===== config.mk =====
export PLATFORM = sky130hd
export DESIGN_NAME = dmem_arbiter
export DESIGN_NICKNAME = d
export VERILOG_FILES = /design/src/rtl/dmem_arb_pkg.sv /design/src/rtl/dmem_arb_fair.sv /design/src/rtl/dmem_arbiter.sv
export SDC_FILE = /design/constraint.sdc
export NUM_CORES = 1
export LEC_CHECK = 0
export CORE_UTILIZATION = 39
export DETAILED_ROUTE_END_ITERATION = 16
export GPL_ROUTABILITY_DRIVEN = 0
export PLACE_DENSITY = 0.81
export SYNTH_ARGS = -nofsm -noshare
export SYNTH_HDL_FRONTEND = slang
export SYNTH_SLANG_ARGS = --single-unit

===== constraint.sdc =====
create_clock -name clk -period 2.35 [get_ports clk]
set_input_delay 0.705 -clock clk [delete_from_list [all_inputs] [get_ports clk]]
set_output_delay 0.705 -clock clk [all_outputs]
set_load 0.02 [all_outputs]

===== src/rtl/dmem_arb_pkg.sv =====
// Shared types and default widths for the DMem arbiter.
// Fairness build is enabled with `DMEM_ARB_FAIR_EN.
package dmem_arb_pkg;

   localparam int unsigned AW_DEF         = 32;
   localparam int unsigned DW_DEF         = 32;
   localparam int unsigned MEM_LAT_DEF    = 1;
   localparam int unsigned STARVE_MAX_DEF = 4;

   typedef enum logic [1:0] {
      IDLE,
      ISSUE,
      WAIT,
      RESP
   } arb_state_t;

   typedef enum logic {
      OWN_P,
      OWN_D
   } owner_t;

endpackage


===== src/rtl/dmem_arb_fair.sv =====
// Starvation counter for the debug port; raises force_d once the
// pipeline has won STARVE_MAX grants in a row while D was waiting.
module dmem_arb_fair
   import dmem_arb_pkg::*;
#(
   parameter int unsigned STARVE_MAX = STARVE_MAX_DEF
) (
   input  logic clk,
   input  logic reset,
   input  logic grant_p,
   input  logic grant_d,
   input  logic d_req,
   output logic force_d
);

   localparam int unsigned SW = $clog2(STARVE_MAX + 1);

   logic [SW-1:0] cnt;

   always_ff @(posedge clk or negedge reset) begin
      if (!reset) begin
         cnt <= '0;
      end else if (grant_d) begin
         cnt <= '0;
      end else if (grant_p) begin
         cnt <= d_req ? cnt + SW'(1) : '0;
      end
   end

   assign force_d = (cnt == SW'(STARVE_MAX));

endmodule


===== src/rtl/dmem_arbiter.sv =====
// Two-requester sequencer for the single-port DMem behind MEM.
// Define DMEM_ARB_FAIR_EN to bound starvation of the debug port.
module dmem_arbiter
   import dmem_arb_pkg::*;
#(
   parameter int unsigned AW         = AW_DEF,
   parameter int unsigned DW         = DW_DEF,
   parameter int unsigned MEM_LAT    = MEM_LAT_DEF,
   parameter int unsigned STARVE_MAX = STARVE_MAX_DEF
) (
   input  logic          clk,
   input  logic          reset,
   input  logic          p_req,
   input  logic          p_we,
   input  logic [AW-1:0] p_addr,
   input  logic [DW-1:0] p_wdata,
   output logic          p_stall,
   output logic [DW-1:0] p_rdata,
   input  logic          d_req,
   input  logic          d_we,
   input  logic [AW-1:0] d_addr,
   input  logic [DW-1:0] d_wdata,
   output logic          d_valid,
   output logic [DW-1:0] d_rdata,
   output logic          m_re,
   output logic          m_we,
   output logic [AW-1:0] m_addr,
   output logic [DW-1:0] m_wdata,
   input  logic [DW-1:0] m_rdata
);

   localparam int unsigned CW = (MEM_LAT > 1) ? $clog2(MEM_LAT) : 1;
   localparam logic [CW-1:0] CNT_LOAD = CW'(MEM_LAT - 1);

   if (MEM_LAT < 1 || STARVE_MAX < 1) begin : g_param_check
      $error("dmem_arbiter: MEM_LAT and STARVE_MAX must be >= 1");
   end

   arb_state_t    state;
   arb_state_t    state_nxt;
   owner_t        owner;
   logic          we_q;
   logic [CW-1:0] cnt;
   logic [DW-1:0] data_q;
   logic          grant_p;
   logic          grant_d;
   logic          force_d;

`ifdef DMEM_ARB_FAIR_EN
   dmem_arb_fair #(
      .STARVE_MAX (STARVE_MAX)
   ) u_fair (
      .clk     (clk),
      .reset   (reset),
      .grant_p (grant_p),
      .grant_d (grant_d),
      .d_req   (d_req),
      .force_d (force_d)
   );
`else
   assign force_d = 1'b0;
`endif

   assign grant_d = (state == IDLE) & d_req & (~p_req | force_d);
   assign grant_p = (state == IDLE) & p_req & ~grant_d;

   always_comb begin
      state_nxt = state;
      unique case (state)
         IDLE:    if (grant_p | grant_d) state_nxt = ISSUE;
         ISSUE:   state_nxt = WAIT;
         WAIT:    if (cnt == '0) state_nxt = RESP;
         RESP:    state_nxt = IDLE;
         default: state_nxt = IDLE;
      endcase
   end

   always_ff @(posedge clk or negedge reset) begin
      if (!reset) begin
         state   <= IDLE;
         owner   <= OWN_P;
         we_q    <= 1'b0;
         cnt     <= '0;
         data_q  <= '0;
         m_re    <= 1'b0;
         m_we    <= 1'b0;
         m_addr  <= '0;
         m_wdata <= '0;
         d_valid <= 1'b0;
      end else begin
         state   <= state_nxt;
         m_re    <= 1'b0;
         m_we    <= 1'b0;
         d_valid <= 1'b0;
         // strobes are set on grant so they are high exactly in ISSUE
         if (grant_p) begin
            owner   <= OWN_P;
            we_q    <= p_we;
            m_addr  <= p_addr;
            m_wdata <= p_wdata;
            m_re    <= ~p_we;
            m_we    <= p_we;
         end else if (grant_d) begin
            owner   <= OWN_D;
            we_q    <= d_we;
            m_addr  <= d_addr;
            m_wdata <= d_wdata;
            m_re    <= ~d_we;
            m_we    <= d_we;
         end
         if (state == ISSUE) begin
            cnt <= CNT_LOAD;
         end
         if (state == WAIT) begin
            if (cnt == '0) begin
               if (!we_q) data_q <= m_rdata;
               d_valid <= (owner == OWN_D);
            end else begin
               cnt <= cnt - CW'(1);
            end
         end
      end
   end

   assign p_stall = p_req & ~((state == RESP) & (owner == OWN_P));
   assign p_rdata = data_q;
   assign d_rdata = data_q;

endmodule


==> metrics.txt, run 1 <==
LEAKAGE 3.58 nW; min cycle time layout between 2 and 2.5 ns; DRC viols 0; Critical Path Start Type input port; most common cell after layout, fill and taps aside clkdlybuf4s50_1; Final Hold Viols 0; Post-Route Setup TNS 0 ns; synthesis-stage register bit count 104; CTS Buffer Depth 2; Avg WL per Cell 16.9 um; Seq pwr share 0.285; layout cells sized above 1 0.253; Sw Share 0.361; total gr overflow 0; Buffers on Ports 297; slew margin rel. 0.796; synthesized area 5210 um^2; Starting Density 0.406; vias ~3800; Max Cap Viol 0; sequential cell area fraction in the yosys report 0.499; Peak Freq roughly 470 MHz; Avg Inst Size Synth 15.0 um^2; Root Buffer clkbuf_16; worst-margin pin slew 0.306 ns; Pint 7.35 mW; row count 41; commonest cells after routing, fill and taps aside clkdlybuf4s50_1 (294), dfrtp_1 (104), mux2_2 (88), mux2_4 (39), mux2_1 (36); vias in the first global route around 4200; total track usage 0.200; Initial DRC Count roughly 80; Setup CP Type in -> out; global-route wire length before repair approximately 22 mm; Syn Nets slightly above 500; Die Span Y 118 um; met2 Usage GRT 0.369; WP data required 1.64 ns; die width approximately 120 um; WHS between 0.3 and 0.4 ns; diode count 0; Logic pwr share 0.584; RSZ-0062 raised after global routing false; CP endpoint kind primary output; Core Area 12800 um^2; clk slew on worst S/H paths 0.06 ns; clock sinks roughly 100; met1 usage 0.207; most used routing layer in global routing met2; Hold WC Path Type in -> async; CTS tree built; skew final 0.00840 ns; fin crit share 0.903; critical path arrival 1.42 ns; final setup vio count 0; Peak VDD IR 0.584 mV; R2R depth 6; vias per cell 4.79; Area Growth Syn to Fin 62.6%; Post-DP HPWL 10.3 mm; Syn Inst Count 348; DIE AREA 13800 um^2; sw power 4.15 mW; Synth cell types 22; post-CTS sizing 1; Post-Route WL 13.4 mm; warnings from Yosys 0; total CTS buffers 9; First-pass DRT Iterations 4; crit path max fanout 5; status complete, no violations; Pwr Density 1360 nW/um^2; Routed Antenna Nets 0; CTS H-tree depth 3; pin count of the biggest net entering global routing 59; # IOs 298; initial antenna violation count 0; Pins Over Slew Limit 0; Hold Buf Count CTS 0; clk_lat worst skew 0.34 ns; grt met3 use 0.0620; clock power share 0.131; final net count 787; Post-CTS Setup Bufs 0
[worst paths after layout]
check                      startpoint     endpoint  slack [ns]
hold / removal                  reset  m_wdata[19]        0.35
max in group asynchronous       reset   d_rdata[8]        1.72
setup reg to reg             state[0]   m_wdata[2]        0.37
min in group clk           m_addr[31]   m_addr[31]        0.51
hold reg to reg            m_addr[31]   m_addr[31]        0.51
setup / recovery                p_req      p_stall        0.23
[layer usage]
metal / up-vias / share of wire
li1: 1726 / -
met1: 1845 / 0.36
met2: 195 / 0.53
met3: 28 / 0.083
met4: 0 / 0.029
met5: - / 0
[worst max-delay path, stage by stage]
cell           delay [ns]
dlygate4sd2_1        0.32
a21boi_0             0.22
buf_4                0.17
[through the flow]
step           power, mW  area [um^2]  worst slack [ns]   util  std cells
2_1_floorplan       7.33         5210             0.289      -        348
3_3_place_gp        9.92         8180           -0.0580  0.638        777
3_5_place_dp        10.1         8180           -0.0754  0.638        777
4_1_cts             11.6         8470             0.214  0.661        792
5_1_grt             12.1         8470             0.149  0.661        792
6_report            11.5         8470             0.228  0.661        792
[power by group through the flow]
stage	registers, mW	logic, mW	clock network (mW)
floorplan	4.30	3.02	0
global placement	3.25	6.67	0
detailed placement	3.31	6.77	0
CTS	3.29	6.79	1.54
global route	3.40	7.05	1.62
finish	3.28	6.71	1.50
[final cells by class]
class | instances | area, um^2
sequential | 104 | 2600
tap | 172 | 215
timing repair buffer | 307 | 3130
clock inverter | 4 | 55.1
inverter | 4 | 15.0
fill | 950 | 4350
multi-input combinational | 190 | 2210
clock buffer | 11 | 243
[cells by family after synthesis]
kind of cell    synth area share
fa+ha+maj                 0.0120
simple gates              0.0168
flops                      0.499
buf+inv                   0.0792
mux                        0.380
compound gates            0.0125
[state kept, by name, indices dropped and copies added, names as in the netlist]
name / count
cnt: 1
m_we: 1
d_valid: 1
owner: 1
we_q: 1
m_wdata: 32
state: 2
m_addr: 32
m_re: 1
d_rdata: 32
[cell usage after synthesis]
cell type / count / area [um^2]
nor3b_2: 1 / 12.5
nor2b_1: 1 / 6.26
inv_1: 4 / 15.0
mux2_4: 39 / 586
o32a_1: 1 / 10.0
a32oi_1: 2 / 17.5
nor2_1: 2 / 7.51
nand3b_1: 1 / 7.51
dfrtp_1: 104 / 2600
nand2_1: 3 / 11.3
and3_1: 1 / 6.26
o21a_1: 1 / 7.51
nand2b_4: 1 / 13.8
buf_2: 6 / 30.0
ha_1: 5 / 62.6
a21boi_0: 2 / 15.0
buf_4: 34 / 255
mux2_2: 88 / 991
buf_6: 10 / 113
nor3b_1: 3 / 22.5
mux2_1: 36 / 405
a21oi_1: 3 / 15.0
Power figures use the tool's default switching activity.
==> inputs of run 2 (changes only) <==
CTS_CLUSTER_SIZE = 20   (was unset)
==> results of run 2 <==
The final DEF is identical to that of run 1; final timing and power are the same.
==> inputs of run 3 (changes only) <==
GPL_TIMING_DRIVEN = 0   (was unset)
SYNTH_HIERARCHICAL = 1   (was unset)
==> metrics.txt, run 3 <==
Root Buffer clkbuf_16; fin crit share 0.946; Peak Freq 450 MHz; Post-synth EDFFs 0; predominant post-synthesis flop cell dfrtp_1; most frequent cell after synthesis dfrtp_1; clock power share 0.125; crit path max fanout 5; most common cell after layout, fill and taps aside clkdlybuf4s50_1; clk_lat worst skew 0.35 ns; worst-margin pin slew ~0.67 ns; Yosys top cell area share 0.499; CTS tree built; commonest cells after routing, fill and taps aside clkdlybuf4s50_1 (294), dfrtp_1 (104), mux2_2 (88), mux2_4 (39), mux2_1 (36); Routed Antenna Nets 0; DRC viols 0; Pint 7.63 mW; vias per cell 4.71; slowest stage delay, CP between 0.4 and 0.5 ns; initial antenna violation count 0; Logic pwr share 0.599; diode count 0; Post-synth top cells dfrtp_1 (104), mux2_2 (88), mux2_4 (39), mux2_1 (36), buf_4 (34); synthesized area 5210 um^2; CP endpoint kind primary output; final net count about 830; post-synthesis mux area share 0.380; slack of the critical path 0.126 ns; synthesis-stage register bit count 104; Initial DRC Count 92; WP buf/inv 1; Die Span Y 118 um; min cycle time layout between 2 and 2.5 ns; total gr overflow 0; Post-Synth Simple-Gate Area 0.0168; Avg WL per Cell roughly 17 um; Hold WC Path Type in -> async; Synth Area in Adders 0.0120; Starting Density 0.406; slew margin rel. 0.554; # IOs 298; sw power 4.25 mW; compound-cell area share of the yosys netlist 0.0125; WHS 0.386 ns; vias in the first global route 4362; critical-path cell list ha_1 > a21boi_0 > dlygate4sd2_1; total track usage 0.210; Post-Route WL 13.9 mm; Design Area, Final a little under 9000 um^2; Final Hold Viols 0; Total Power about 12 mW; Synth cell types 22; clock sinks about 100; Area Growth Syn to Fin 67.0%; total CTS buffers 9; Seq pwr share 0.276; status complete, no violations; Post-CTS Setup Bufs 0; Setup CP Type reg -> out; CTS H-tree depth 3; pin count of the biggest net entering global routing 54; row count 41; warnings from Yosys 6; largest family of logic cells by synthesized area multiplexers; Core Area 12800 um^2; Max stage delay cell, worst path dfrtp_1; layout cells sized above 1 0.295; CTS Buffer Depth 2; ys async rst share 1.00; First-pass DRT Iterations 4; final setup vio count 0; post-synth top area cell dfrtp_1; Avg Inst Size Synth 15.0 um^2; pre-CTS setup slack -0.0960 ns; global-route wire length before repair 22.6 mm; Pwr Density 1360 nW/um^2; Max Cap Viol 0; critical path arrival 1.52 ns; Buffers on Ports 296; WP data required 1.64 ns; clk slew on worst S/H paths 0.07 ns; sequential cell area fraction in the yosys report 0.499; vias 3922; Syn Inst Count 348; skew final between 0.005 and 0.006 ns; Post-DP Area 8420 um^2; Pins Over Slew Limit 0; Crit path max-delay family flip-flops; Sw Share 0.358; die width 118 um; largest cells by area after synthesis dfrtp_1 (50%), mux2_2 (19%), mux2_4 (11%); RSZ-0062 raised after global routing false; Critical Path Start Type flip-flop; Final Core Density 0.679; XOR/XNOR share of the synthesized area 0; Post-DP HPWL between 10 and 15 mm; LEAKAGE 3.76 nW; Syn Nets 519; Peak VDD IR between 0.5 and 0.6 mV; DIE AREA roughly 14000 um^2
[run 3: cell counts after synthesis]
No cell type changed its count.
[run 3: through the flow]
stage,std cells,TNS [ns]
6_report,833,0
5_1_grt,833,0
4_1_cts,833,0
3_5_place_dp,817,-2.96
3_3_place_gp,816,-348.16
2_1_floorplan,348,0
[run 3: logic make-up after synthesis]
group,after synthesis
simple gates,13
compound gates,9
buf+inv,54
fa+ha+maj,5
mux,163
flops,104
[run 3: path summary, 6_finish.rpt]
path	from	endpoint	slack, ns	cells past startpoint
hold / removal	reset	m_addr[0]	0.39	1
setup reg to reg	state[0]	m_addr[8]	0.27	7
min in group clk	m_wdata[28]	m_wdata[28]	0.50	1
setup / recovery	state[0]	p_stall	0.13	3
max in group asynchronous	reset	m_addr[10]	1.27	2
hold reg to reg	m_wdata[28]	m_wdata[28]	0.50	1
[run 3: power by group through the flow]
| stage | logic, mW | clock network, mW | registers (mW) |
|---|---|---|---|
| after floorplan | 3.02 | 0 | 4.30 |
| after global placement | 7.07 | 0 | 3.26 |
| after detailed placement | 7.20 | 0 | 3.31 |
| after CTS | 7.22 | 1.51 | 3.29 |
| after global routing | 7.50 | 1.60 | 3.41 |
| final | 7.12 | 1.48 | 3.28 |
[run 3: metal layers]
layer	GRT usage	part of all wire
met2	0.376	0.53
met1	0.230	0.37
met4	0.0897	0.025
met3	0.0620	0.079
met5	0	0
[run 3: cell type report]
class | instances | area, um^2
Fill cell | 964 | 4120
Timing Repair Buffer | 297 | 2990
Sequential cell | 104 | 2600
Multi-Input combinational cell | 190 | 2200
Buffer | 50 | 398
Clock buffer | 11 | 233
Tap cell | 172 | 215
Clock inverter | 5 | 57.6
Inverter | 4 | 15.0
[run 3: repair_timing]
| action | 4_1_cts | 5_1_grt |
|---|---|---|
| gates resized for setup | 1 | 0 |
| setup endpoints to repair | 1 | 0 |
| hold buffers | 0 | 0 |
==> RTL change 1, RTL diff (flow settings as in run 2) <==
Encoding of `arb_state_t`: now one-hot (4 bits for 4 states).
--- a/src/rtl/dmem_arb_pkg.sv
+++ b/src/rtl/dmem_arb_pkg.sv
@@ -7,11 +7,11 @@
    localparam int unsigned MEM_LAT_DEF    = 1;
    localparam int unsigned STARVE_MAX_DEF = 4;
 
-   typedef enum logic [1:0] {
-      IDLE,
-      ISSUE,
-      WAIT,
-      RESP
+   typedef enum logic [3:0] {
+      IDLE  = 4'b0001,
+      ISSUE = 4'b0010,
+      WAIT  = 4'b0100,
+      RESP  = 4'b1000
    } arb_state_t;
 
    typedef enum logic {
Check against the original RTL: same outputs for any inputs over 10 cycles, from zero or initial values and one cycle with reset low; not proved beyond that.
==> RTL change 1 against run 2 <==
- total power rose by 0.81%
- largest power group unchanged
- sequential power rose by 8.2%
- synthesized area fell by 1.2%
- non-clock buffer count rose by 4
- setup slack improved by 0.014 ns
- wire length rose by 20%
- sequential cell count rose by 2
- cell area fell by 1.9%
==> RTL change 1: results (changes against run 2) <==
- Status: complete, no violations
- Synth cell types: 27 (+23%)
- Worst Hold Class: in2async
- Clock-pin slew on the worst setup and hold paths: 0.07 ns
- Syn Nets: 674 (+30%)
- Initial DRC count: 262 (+240%)
- Pint: 6.72 mW (-8.6%)
- Register area share after synthesis: 51.5% (+1.6 points)
- Critical path class: reg2out
- Synth Area in Compound Gates: 12.0% (+11 points)
- P_leak: 3.38 nW (-5.8%)
- P_seq: 3.55 mW (+8.2%)
- Worst slew pin tran: 0.558 ns (+0.251 ns)
- Largest net degree at the start of global routing: 78 (+32%)
- Synth area leaders: dfrtp_1 (51%), nand3_1 (13%), a32oi_1 (11%)
- Vias: 5029 (+33%)
- Reg2Reg Capture Point: m_wdata[21]
- Worst Path Max Fanout: 8 (+3)
- Period utilisation layout: 89.7% (-0.61 points)
- Synth Area in XOR/XNOR: 0.170% (+0.17 points)
- CP startpoint: state[1]
- Synth Area in Adders: 0% (-1.2 points)
- Initial antenna violation count: 0 (unchanged)
- Dpl ws: 0.129 ns (+0.204 ns)
- R2R depth: 4 (-2)
- First-pass GRT wire length: 24.2 mm (+11%)
- Most instantiated cells after synthesis: nand3_1 (130), dfrtp_1 (105), nand2_1 (66)
- Skew final: 0.00514 ns (-0.00326 ns)
- Layout cells sized above 1: 8.91% (-16 points)
- Worst-Skew Late Latency: 0.34 ns (about the same)
- Number of vias per cell: 5.44 (+14%)
- Crit path to: p_stall
- DP Cell Count: 908 (+17%)
- Worst vdd ir: 0.000911 V (+56%)
- Detailed placement HPWL: 11.5 mm (+12%)
- Root buf cell: clkbuf_16
- Post_cts resized: 0 (-1)
- Synthesized area per cell: 10.1 sq um (-32%)
- Total Routing Usage GR: 23.0% (+3.0 points)
- CP max stage delay: 0.48 ns (+0.16 ns)
- TritonCTS buffer count: 9 (unchanged)
- # H-tree levels: 3 (unchanged)
- R2R Path Start: state[0]
- DR WL/cell: 17.4 microns (+3.1%)
- R2R setup slack: 0.51 ns (+0.14 ns)
- IO buf count: 297 (unchanged)
- Top delay family on crit path: flip-flops
- Max cap viols: 0 (unchanged)
- Vias in the first global route: 4795 (+14%)
- CP max-delay cell: dfrtp_1
- Mux cell area share after synthesis: 7.22% (-31 points)
[RTL change 1: through the flow]
step	power, mW	cell area (sq um)	hold WS (ns)	util (%)
2_1_floorplan	7.35	5150	0.409	-
3_3_place_gp	9.92	8020	0.481	63.0
3_5_place_dp	10.1	8020	0.490	63.0
4_1_cts	11.7	8310	0.359	65.4
5_1_grt	12.3	8310	0.381	65.4
6_report	11.6	8310	0.344	65.4
[RTL change 1: layer usage]
layer / vias to the layer above / global-route usage [%] / wire, microns
met1: 2427 / 27.6 / 6270
met4: 0 / 11.0 / 442
met2: 248 / 40.0 / 8190
met5: - / 0 / 0
met3: 35 / 4.33 / 1190
li1: 2319 / - / -
[RTL change 1: final cells by class]
cell class              count  area [sq um]
fillers                  1017          4410
repair buffers            311          3120
flip-flops and latches    106          2650
well taps                 172           215
clock inverters             2          35.0
multi-input cells         319          2030
clock buffers              14           264
==> RTL change 2, RTL diff (config.mk and constraints of run 2) <==
Made on the original files. The option `DMEM_ARB_FAIR_EN` is turned on by a define.
--- a/src/rtl/dmem_arbiter.sv
+++ b/src/rtl/dmem_arbiter.sv
@@ -1,5 +1,7 @@
 // Two-requester sequencer for the single-port DMem behind MEM.
 // Define DMEM_ARB_FAIR_EN to bound starvation of the debug port.
+`define DMEM_ARB_FAIR_EN
+
 module dmem_arbiter
    import dmem_arb_pkg::*;
 #(
Check against the original RTL: no difference found for any inputs over 10 cycles, from zero or initial values and one cycle with reset low; that may be too few to reach the edited logic, so the function may still have changed.
==> RTL change 2 against run 2 <==
- synthesized cell count is 49% higher
- total power up 1.3%
- setup slack got worse by 0.17 ns
- wire length up 24%
- largest cell class unchanged
- via count grew 31%
- register-to-register slack gained 0.16 ns
- synthesized area increased by 0.55%
- cell area shrank 0.50%
- largest power group unchanged
- sequential cell count rose by 3
==> RTL change 2: results (changes against run 2) <==
- Final Max Tran Viols: 0 (unchanged)
- Layout cells sized above 1: 10.0% (-15 points)
- Initial antenna violation count: 0 (unchanged)
- DR pass1 iterations: 4 (unchanged)
- Vias: 4987 (+31%)
- Worst vdd ir: 0.000729 V (+25%)
- Initial DRC count: 290 (+270%)
- Worst-Skew Late Latency: 0.35 ns
- First-pass GRT wire length: 26.5 mm (+21%)
- Synth cell types: 34 (+55%)
- Largest net degree at the start of global routing: 59 (unchanged)
- Status: complete, no violations
- Worst Path Max Fanout: 2 (-3)
- Rel. slew slack: 71.4% (-8.1 points)
- P_leak: 3.37 nW (-5.9%)
- NumNets Final: 935 (+19%)
- Prevailing post-synth register cell: dfrtp_1
- Final wirelength: 16.6 mm (+24%)
- Syn Nets: 689 (+33%)
- Post-synth ARST share: 100% (unchanged)
- Clock Tree Buf Depth: 2 (unchanged)
- Most instantiated cells after synthesis: dfrtp_1 (107), a21oi_1 (65), a31oi_1 (64), nor2_1 (64), o21ai_0 (55)
- Root buf cell: clkbuf_16
- Ant. Diodes: 0 (unchanged)
- Detailed placement HPWL: 12.1 mm (+17%)
- Vias in the first global route: 5209 (+24%)
- # H-tree levels: 3 (unchanged)
- Worst Hold Class: in2async
- Skew final: 0.0120 ns (+0.00355 ns)
- Synth area leaders: dfrtp_1 (51%), a31oi_1 (7.6%), a21oi_1 (6.2%)
- Total Routing Usage GR: 24.0% (+3.9 points)
- IO buf count: 297 (unchanged)
- Ys Warns: 0 (unchanged)
- Register area share after synthesis: 51.1% (+1.2 points)
- TritonCTS buffer count: 9 (unchanged)
- Clock-pin slew on the worst setup and hold paths: 0.08 ns (+0.02 ns)
- Arrival time at the worst endpoint: 1.58 ns (+0.16 ns)
## RTL change 2: changes by cell type after synthesis, moves of 36 or more
cell,delta
mux2_1,-36
a31oi_1,+64
a21oi_1,+62
nor2_1,+62
mux2_2,-65
o21ai_0,+55
## RTL change 2: path summary, 6_finish.rpt
| kind | end | slack (ns) | from | cells past startpoint |
|---|---|---|---|---|
| worst max-delay path | p_stall | 0.06 | p_req | 3 |
| worst min-delay path | d_rdata[3] | 0.21 | reset | 1 |
| worst max register to register | m_addr[3] | 0.53 | state[0] | 6 |
| worst min register to register | owner | 0.49 | owner | 1 |
| max in group asynchronous | m_wdata[4] | 1.44 | reset | 2 |
| min in group clk | owner | 0.49 | owner | 1 |
## RTL change 2: final cells by class
class / count / area (sq um)
repair buffers: 314 / 3220
clock inverters: 7 / 77.6
flip-flops and latches: 107 / 2680
multi-input cells: 326 / 2000
clock buffers: 9 / 225
well taps: 172 / 215
inverters: 5 / 18.8
fillers: 992 / 4450
## RTL change 2: power by group
part	leakage [nW]	switching [mW]	internal (mW)
sequential	1.23	0.611	2.76
combinational	1.99	3.42	3.33
clock	0.146	0.696	0.835
total	3.37	4.72	6.93
## RTL change 2: critical path, stage by stage
cell	delay (ns)
clkdlybuf4s50_1	0.48
a21boi_0	0.20
buf_2	0.20
## RTL change 2: kinds of logic after synthesis
group | after synthesis | share of synthesized area, %
buffers and inverters | 84 | 10.9
flip-flops | 107 | 51.1
AND/OR/NAND/NOR | 80 | 6.52
multiplexers | 33 | 7.81
AO/OA/AOI/OAI | 207 | 22.2
adder cells (fa/ha/maj) | 6 | 1.43
## RTL change 2: what timing repair did
action                                  4_1_cts  5_1_grt
endpoints found under the hold margin         0        0
endpoints found under the setup margin        1        0
gates resized for setup                       5        0
buffers inserted                              0        0
hold buffers                                  0        0
## RTL change 2: metal layers
metal  up-vias  track usage (%)  wire [microns]  part of all wire (%)
li1       2303                -               -                     -
met3        36             5.04            1050                   6.3
met4         0             10.9             534                   3.2
met5         -                0               0                     0
met1      2418             27.9            6520                    39
met2       230             42.1            8470                    51
## RTL change 2: metrics by stage
| stage | instance area (sq um) | total power, mW | setup slack [ns] | std cells | util, % |
|---|---|---|---|---|---|
| 2_1_floorplan | 5240 | 7.30 | 0.300 | 517 | - |
| 3_3_place_gp | 8130 | 9.95 | -0.359 | 924 | 63.2 |
| 3_5_place_dp | 8130 | 10.2 | -0.377 | 924 | 63.2 |
| 4_1_cts | 8430 | 11.7 | 0.0722 | 940 | 65.5 |
| 5_1_grt | 8430 | 12.3 | 0.0239 | 940 | 65.5 |
| 6_report | 8430 | 11.6 | 0.0610 | 940 | 65.5 |
